$ cat config.mk
export PLATFORM = sky130hd
export DESIGN_NAME = chip_emulator_flat
export DESIGN_NICKNAME = d
export VERILOG_FILES = /design/src/rtl/chip_emulator_if.sv /design/src/rtl/chip_emulator.sv /design/src/flat_wrapper.sv
export SDC_FILE = /design/constraint.sdc
export NUM_CORES = 1
export LEC_CHECK = 0
export CORE_ASPECT_RATIO = 2
export CORE_UTILIZATION = 50
export DETAILED_ROUTE_END_ITERATION = 10
export PLACE_DENSITY = 0.79
export SLEW_MARGIN = 30
export SYNTH_ARGS = -nofsm -noshare
export SYNTH_HDL_FRONTEND = slang
export SYNTH_HIERARCHICAL = 1
export SYNTH_SLANG_ARGS = --single-unit
export TNS_END_PERCENT = 5
$ cat constraint.sdc
create_clock -name Clk -period 2.45 [get_ports Clk]
set_input_delay 0.245 -clock Clk [delete_from_list [all_inputs] [get_ports Clk]]
set_output_delay 0.245 -clock Clk [all_outputs]
set_load 0.05 [all_outputs]
$ cat src/rtl/chip_emulator_if.sv
// DIP-14 pin bundle between the chip checker (master) and the emulated part (slave).
interface chip_emulator_if;
  logic [13:0] PinIn;
  logic [13:0] PinOut;
  logic [13:0] PinOE;

  modport master (output PinIn, input PinOut, input PinOE);
  modport slave  (input PinIn, output PinOut, output PinOE);
endinterface

$ cat src/rtl/chip_emulator.sv
// Emulated DIP-14 part (7400 / 7402 / 7474) behind a 2-flop input synchronizer,
// with stuck-at fault injection, a programmable output delay line and an event counter.

module chip_emulator_dff (
  input  logic Clk,
  input  logic Reset,
  input  logic flush,
  input  logic clr_n,
  input  logic pre_n,
  input  logic d,
  input  logic ck,
  output logic q_nxt,
  output logic qn_nxt
);
  logic q, ck_prev, both_low;

  assign both_low = ~clr_n & ~pre_n;

  always_comb begin
    q_nxt = q;
    if (both_low)              q_nxt = 1'b1;
    else if (!clr_n)           q_nxt = 1'b0;
    else if (!pre_n)           q_nxt = 1'b1;
    else if (ck && !ck_prev)   q_nxt = d;
    qn_nxt = both_low ? 1'b1 : ~q_nxt;
  end

  always_ff @(posedge Clk) begin
    if (Reset) begin
      q       <= 1'b0;
      ck_prev <= 1'b0;
    end else begin
      ck_prev <= ck;
      q       <= flush ? 1'b0 : q_nxt;
    end
  end
endmodule

module chip_emulator #(
  parameter int PROP_DLY = 2,
  parameter int CNT_W    = 16
) (
  input  logic              Clk,
  input  logic              Reset,
  input  logic [1:0]        Chip_Sel,
  chip_emulator_if.slave    pins,
  input  logic              Fault_En,
  input  logic [3:0]        Fault_Pin,
  input  logic              Fault_Val,
  output logic [CNT_W-1:0]  Evt_Cnt
);
  localparam int NP  = 14;
  localparam int NFF = 2;
  localparam logic [1:0] SEL_7400 = 2'd1, SEL_7402 = 2'd2, SEL_7474 = 2'd3;

  logic [NP-1:0]  sync1, s, oe, vec_in, dly_out, pout_nxt;
  logic [1:0]     sel_q;
  logic           flush;
  logic [3:0]     f_idx;
  logic [NFF-1:0] ff_clr_n, ff_pre_n, ff_d, ff_ck, ff_q, ff_qn;
  logic           unused_pwr;

  function automatic logic [NP-1:0] oe_map(input logic [1:0] sel);
    oe_map = '0;
    case (sel)
      SEL_7400: begin oe_map[2] = 1'b1; oe_map[5] = 1'b1; oe_map[7]  = 1'b1; oe_map[10] = 1'b1; end
      SEL_7402: begin oe_map[0] = 1'b1; oe_map[3] = 1'b1; oe_map[9]  = 1'b1; oe_map[12] = 1'b1; end
      SEL_7474: begin oe_map[4] = 1'b1; oe_map[5] = 1'b1; oe_map[7]  = 1'b1; oe_map[8]  = 1'b1; end
      default: ;
    endcase
  endfunction

  // A part swap restarts everything downstream of the synchronizer.
  assign flush      = (Chip_Sel != sel_q);
  assign oe         = oe_map(sel_q);
  assign pins.PinOE = Reset ? '0 : oe;
  assign unused_pwr = s[6] ^ s[13];

  // 7474 pinout: FF1 CLR_n=1 D=2 CLK=3 PRE_n=4; FF2 CLR_n=13 D=12 CLK=11 PRE_n=10
  assign ff_clr_n = {s[12], s[0]};
  assign ff_d     = {s[11], s[1]};
  assign ff_ck    = {s[10], s[2]};
  assign ff_pre_n = {s[9],  s[3]};

  for (genvar g = 0; g < NFF; g++) begin : g_ff
    chip_emulator_dff u_ff (
      .Clk    (Clk),
      .Reset  (Reset),
      .flush  (flush),
      .clr_n  (ff_clr_n[g]),
      .pre_n  (ff_pre_n[g]),
      .d      (ff_d[g]),
      .ck     (ff_ck[g]),
      .q_nxt  (ff_q[g]),
      .qn_nxt (ff_qn[g])
    );
  end

  always_comb begin
    vec_in = '0;
    case (sel_q)
      SEL_7400: begin
        vec_in[2]  = ~(s[0]  & s[1]);
        vec_in[5]  = ~(s[3]  & s[4]);
        vec_in[7]  = ~(s[8]  & s[9]);
        vec_in[10] = ~(s[11] & s[12]);
      end
      SEL_7402: begin
        vec_in[0]  = ~(s[1]  | s[2]);
        vec_in[3]  = ~(s[4]  | s[5]);
        vec_in[9]  = ~(s[7]  | s[8]);
        vec_in[12] = ~(s[10] | s[11]);
      end
      SEL_7474: begin
        vec_in[4] = ff_q[0];
        vec_in[5] = ff_qn[0];
        vec_in[8] = ff_q[1];
        vec_in[7] = ff_qn[1];
      end
      default: ;
    endcase
    // Pin 0 maps to index 15 and never matches, so only pins 1..14 can fault.
    f_idx = Fault_Pin - 4'd1;
    for (int i = 0; i < NP; i++)
      if (Fault_En && oe[i] && (f_idx == 4'(i))) vec_in[i] = Fault_Val;
  end

  if (PROP_DLY == 0) begin : g_nodly
    assign dly_out = vec_in;
  end else begin : g_dly
    logic [PROP_DLY-1:0][NP-1:0] sr;
    always_ff @(posedge Clk) begin
      if (Reset || flush) begin
        sr <= '0;
      end else begin
        sr[0] <= vec_in;
        for (int i = 1; i < PROP_DLY; i++) sr[i] <= sr[i-1];
      end
    end
    assign dly_out = sr[PROP_DLY-1];
  end

  assign pout_nxt = flush ? '0 : (dly_out & oe);

  always_ff @(posedge Clk) begin
    if (Reset) begin
      sync1       <= '0;
      s           <= '0;
      sel_q       <= '0;
      pins.PinOut <= '0;
      Evt_Cnt     <= '0;
    end else begin
      sync1       <= pins.PinIn;
      s           <= sync1;
      sel_q       <= Chip_Sel;
      pins.PinOut <= pout_nxt;
      if ((pout_nxt != pins.PinOut) && (Evt_Cnt != '1)) Evt_Cnt <= Evt_Cnt + CNT_W'(1);
    end
  end
endmodule
$ cat src/flat_wrapper.sv
// flat-port wrapper written by rule: the top's interface ports become plain ports
module chip_emulator_flat 
#(
  parameter int PROP_DLY = 2,
  parameter int CNT_W    = 16
)
  (Clk, Reset, Chip_Sel, Fault_En, Fault_Pin, Fault_Val, Evt_Cnt, pins_PinIn, pins_PinOut, pins_PinOE);
  chip_emulator_if pins_i ();
  input  logic Clk;
  input  logic Reset;
  input  logic [1:0] Chip_Sel;
  input  logic Fault_En;
  input  logic [3:0] Fault_Pin;
  input  logic Fault_Val;
  output logic [CNT_W-1:0] Evt_Cnt;
  input wire logic [$bits(pins_i.PinIn)-1:0] pins_PinIn;
  output wire logic [$bits(pins_i.PinOut)-1:0] pins_PinOut;
  output wire logic [$bits(pins_i.PinOE)-1:0] pins_PinOE;
  assign pins_i.PinIn = pins_PinIn;
  assign pins_PinOut = pins_i.PinOut;
  assign pins_PinOE = pins_i.PinOE;
  chip_emulator #(.PROP_DLY(PROP_DLY), .CNT_W(CNT_W)) u_core (.Clk(Clk), .Reset(Reset), .Chip_Sel(Chip_Sel), .pins(pins_i), .Fault_En(Fault_En), .Fault_Pin(Fault_Pin), .Fault_Val(Fault_Val), .Evt_Cnt(Evt_Cnt));
endmodule
==> flow_metrics.tcl <==
set metrics [dict create \
    final_cell_area_sq_um 4210 \
    antenna_found_initial 0 \
    ctsHtreeMaxLevel 3 \
    grt_usage_pct 21.5 \
    ys_seq_area_share_pct 47.8 \
    ctsHoldBuffers 0 \
    syn_to_final_growth_pct 32.3 \
    slowest_stage "clkdlybuf4s50_1" \
    rsz0062_at_grt "no" \
    drt_wl_total_um 6310 \
    cts_tree "yes" \
    synth_cell_type_count 52 \
    vias 2529 \
    ant_nets 0 \
    initialDrtViolationCount 92 \
    clockBufferDepth 2 \
    worstSetupPathType "flop to output port" \
    cp.required_ns 2.20 \
    dp_cells 481 \
    boundaryPins 68 \
    die_h_um 115 \
    setup_tns_ns 0 \
    synth-seq-cells 76 \
    vdd_ir_drop_max_uv 698 \
    max_clock_freq_ghz 0.428 \
    core-area_sq_um 6060 \
    post_cts_resized 0 \
    end_kind "output port" \
    root_buffer "clkbuf_16" \
    p_per_area_nw_per_um2 730 \
    die-area_sq_um 6710 \
    cts_buffers 9 \
    vias_per_cell 5.09 \
    yosysWarnings 6 \
    min_path_type "flop to flop" \
    synthTopCellsByArea "dfxtp_1, nor2b_1, buf_4" \
    synth-edff-count 0 \
    ys.flop_type "dfxtp_1" \
    timing.max_cap.violations 0 \
    syn_area_sq_um 3180 \
    min_from "u_core/g_dly.sr[3]" \
    finalNonFillerCells 497 \
    synthCells 341 \
    synth_area_per_cell_sq_um 9.33 \
    start_kind "flop" \
    period_share_pct 95.3 \
    status "finished, final reports clean" \
    cp_cell_sequence "buf_4 > nor2b_1 > nor2b_2 > clkdlybuf4s50_1" \
    drtPass1Iterations 4 \
    yosys.area.top_type "dfxtp_1" \
    start_util_pct 52.6 \
    avgRoutedWirePerCell_um 12.7 \
    setup_viol 0 \
    grt_pass1_vias 2446 \
    setup_ws_ns 0.115 \
    cts_setup_buffers 0 \
    skew_ns 0.00516 \
    drc 0 \
    worstPathArrival_ns 2.09 \
    final_util_pct 69.5 \
    die_x_um 58.4 \
    grt_max_degree 54 \
    clock_sinks 76 \
    fin_nets 433 \
    grt_pass1_wl_um 10800 \
    slew_viol_final 0 \
    critPathLaunch "u_core/sel_q[0]" \
    yosysTopAreaCellShare_pct 47.8 \
    max_slew_margin_pct 61.9 \
    clock_latency_ns 0.33 \
    drive_gt1_share_pct 12.6 \
    slowest_delay_ns 0.80 \
    p_leak_nw 1.57 \
    grt_overflow 0 \
    dp_hpwl_um 4580 \
    cp_top_family "buffers and inverters" \
    worst_slew_pin_slew_ns 0.571 \
    worstPathMaxFanout 8 \
    ys_async_sr_fraction_pct 0 \
    post-place-ws_ns -0.0380 \
    place.gp.congestion 0.936 \
    post-route-min-period_ns 2.33 \
    rr_startpoint "u_core/sel_q[0]" \
    antenna_cells 0 \
    path_buf_inv 2 \
    post_dp_cell_area_sq_um 3840 \
    clk_pin_slew_ns 0.06 \
    hold_viol 0 \
    std_cell_rows 40 \
    port_buffers 57 \
]
==> power by group <==
group	internal, mW	switching (mW)
Combinational	0.0847	0.118
Clock	1.13	0.470
Sequential	1.26	0.0137
Total	2.47	0.601
==> Yosys cell counts, types with 2 or more instances <==
library cell / count
inv_1: 8
and4_1: 2
nor2b_1: 35
nor3b_1: 3
nor2_1: 21
nor3_1: 5
o21ai_1: 10
a21oi_1: 18
nand4_1: 3
buf_6: 2
nor4bb_1: 2
dfxtp_1: 76
xor2_1: 8
or3_1: 13
and2_1: 16
nand2b_1: 3
clkbuf_1: 8
o211ai_2: 2
nand3_1: 15
nand4b_1: 2
and3_1: 4
mux2i_1: 4
buf_4: 15
a31oi_1: 3
xnor2_1: 4
nor3b_2: 3
o211ai_1: 2
nor2b_4: 2
nand3b_1: 4
nand2_1: 26
==> path summary, 6_finish.rpt <==
path	endpoint	slack, ns	cells after the start
setup reg to reg	u_core/Evt_Cnt[0]	0.28	9
hold / removal	u_core/dly_out[3]	0.43	1
setup / recovery	pins_PinOE[10]	0.12	4
hold reg to reg	u_core/dly_out[3]	0.43	1
==> placed cells by master (no fill, tap or decap), types with 2 or more instances in the layout <==
cell type	netlist	final
nor3b_1	3	2
conb_1	1	8
or3_1	13	13
nand2b_1	3	3
a31oi_1	3	3
clkbuf_1	8	2
xnor2_1	4	4
buf_4	15	22
and2_1	16	16
nor4bb_1	2	2
o21ai_1	10	10
nand3_1	15	15
nand3b_1	4	4
inv_1	8	8
nor3_1	5	5
mux2i_1	4	4
and3_1	4	4
dfxtp_1	76	76
clkdlybuf4s50_1	0	52
clkbuf_16	0	9
xor2_1	8	8
a21oi_1	18	18
o211ai_2	2	2
nor2b_1	35	34
and4_1	2	2
bufinv_16	0	4
o211ai_1	2	2
nand4b_1	2	2
nor3b_2	3	4
nor2b_4	2	2
nand4_1	3	3
nand2_1	26	26
nor2_1	21	21
==> sequential cells by signal, indices dropped and copies added (netlist names) <==
name and count:
u_core/pins.PinOut 10, u_core/sel_q 2, u_core/g_ff.u_ff/ck_prev 2, u_core/sync1 12, u_core/Evt_Cnt 16, u_core/s 12, u_core/g_dly.sr 10, u_core/g_ff.u_ff/q 2
u_core/dly_out 10
==> metrics by stage <==
stage          hold WS (ns)  power (mW)
3_5_place_dp          0.414        1.50
4_1_cts               0.430        3.10
3_3_place_gp          0.408        1.50
6_report              0.426        3.08
5_1_grt               0.437        3.19
2_1_floorplan         0.316        1.44
==> cells by family (layout without fill, tap and decap cells) <==
family | count (synthesis) | count (layout) | share of synthesized area (%)
simple gates | 165 | 165 | 30.3
flops | 76 | 76 | 47.8
fa+ha+maj | 1 | 1 | 0.393
other cells | 1 | 8 | 0.118
compound gates | 45 | 45 | 9.36
mux | 7 | 7 | 2.44
buf+inv | 34 | 99 | 6.25
xor+xnor | 12 | 12 | 3.30
==> final cells by class <==
class | count | area [sq um]
inverter | 8 | 30.0
clock inverter | 4 | 120
tap | 84 | 105
sequential | 76 | 1520
clock buffer | 12 | 246
multi-input combinational | 238 | 1500
timing repair buffer | 75 | 691
fill | 462 | 1850
==> routing by layer <==
layer	track usage, %	routed length [um]	vias up
li1	-	-	1280
met1	20.7	2350	1172
met2	40.2	3620	62
met3	5.51	193	15
met4	11.1	151	0
met5	0	0	-
(Power assumes the default switching activity.)
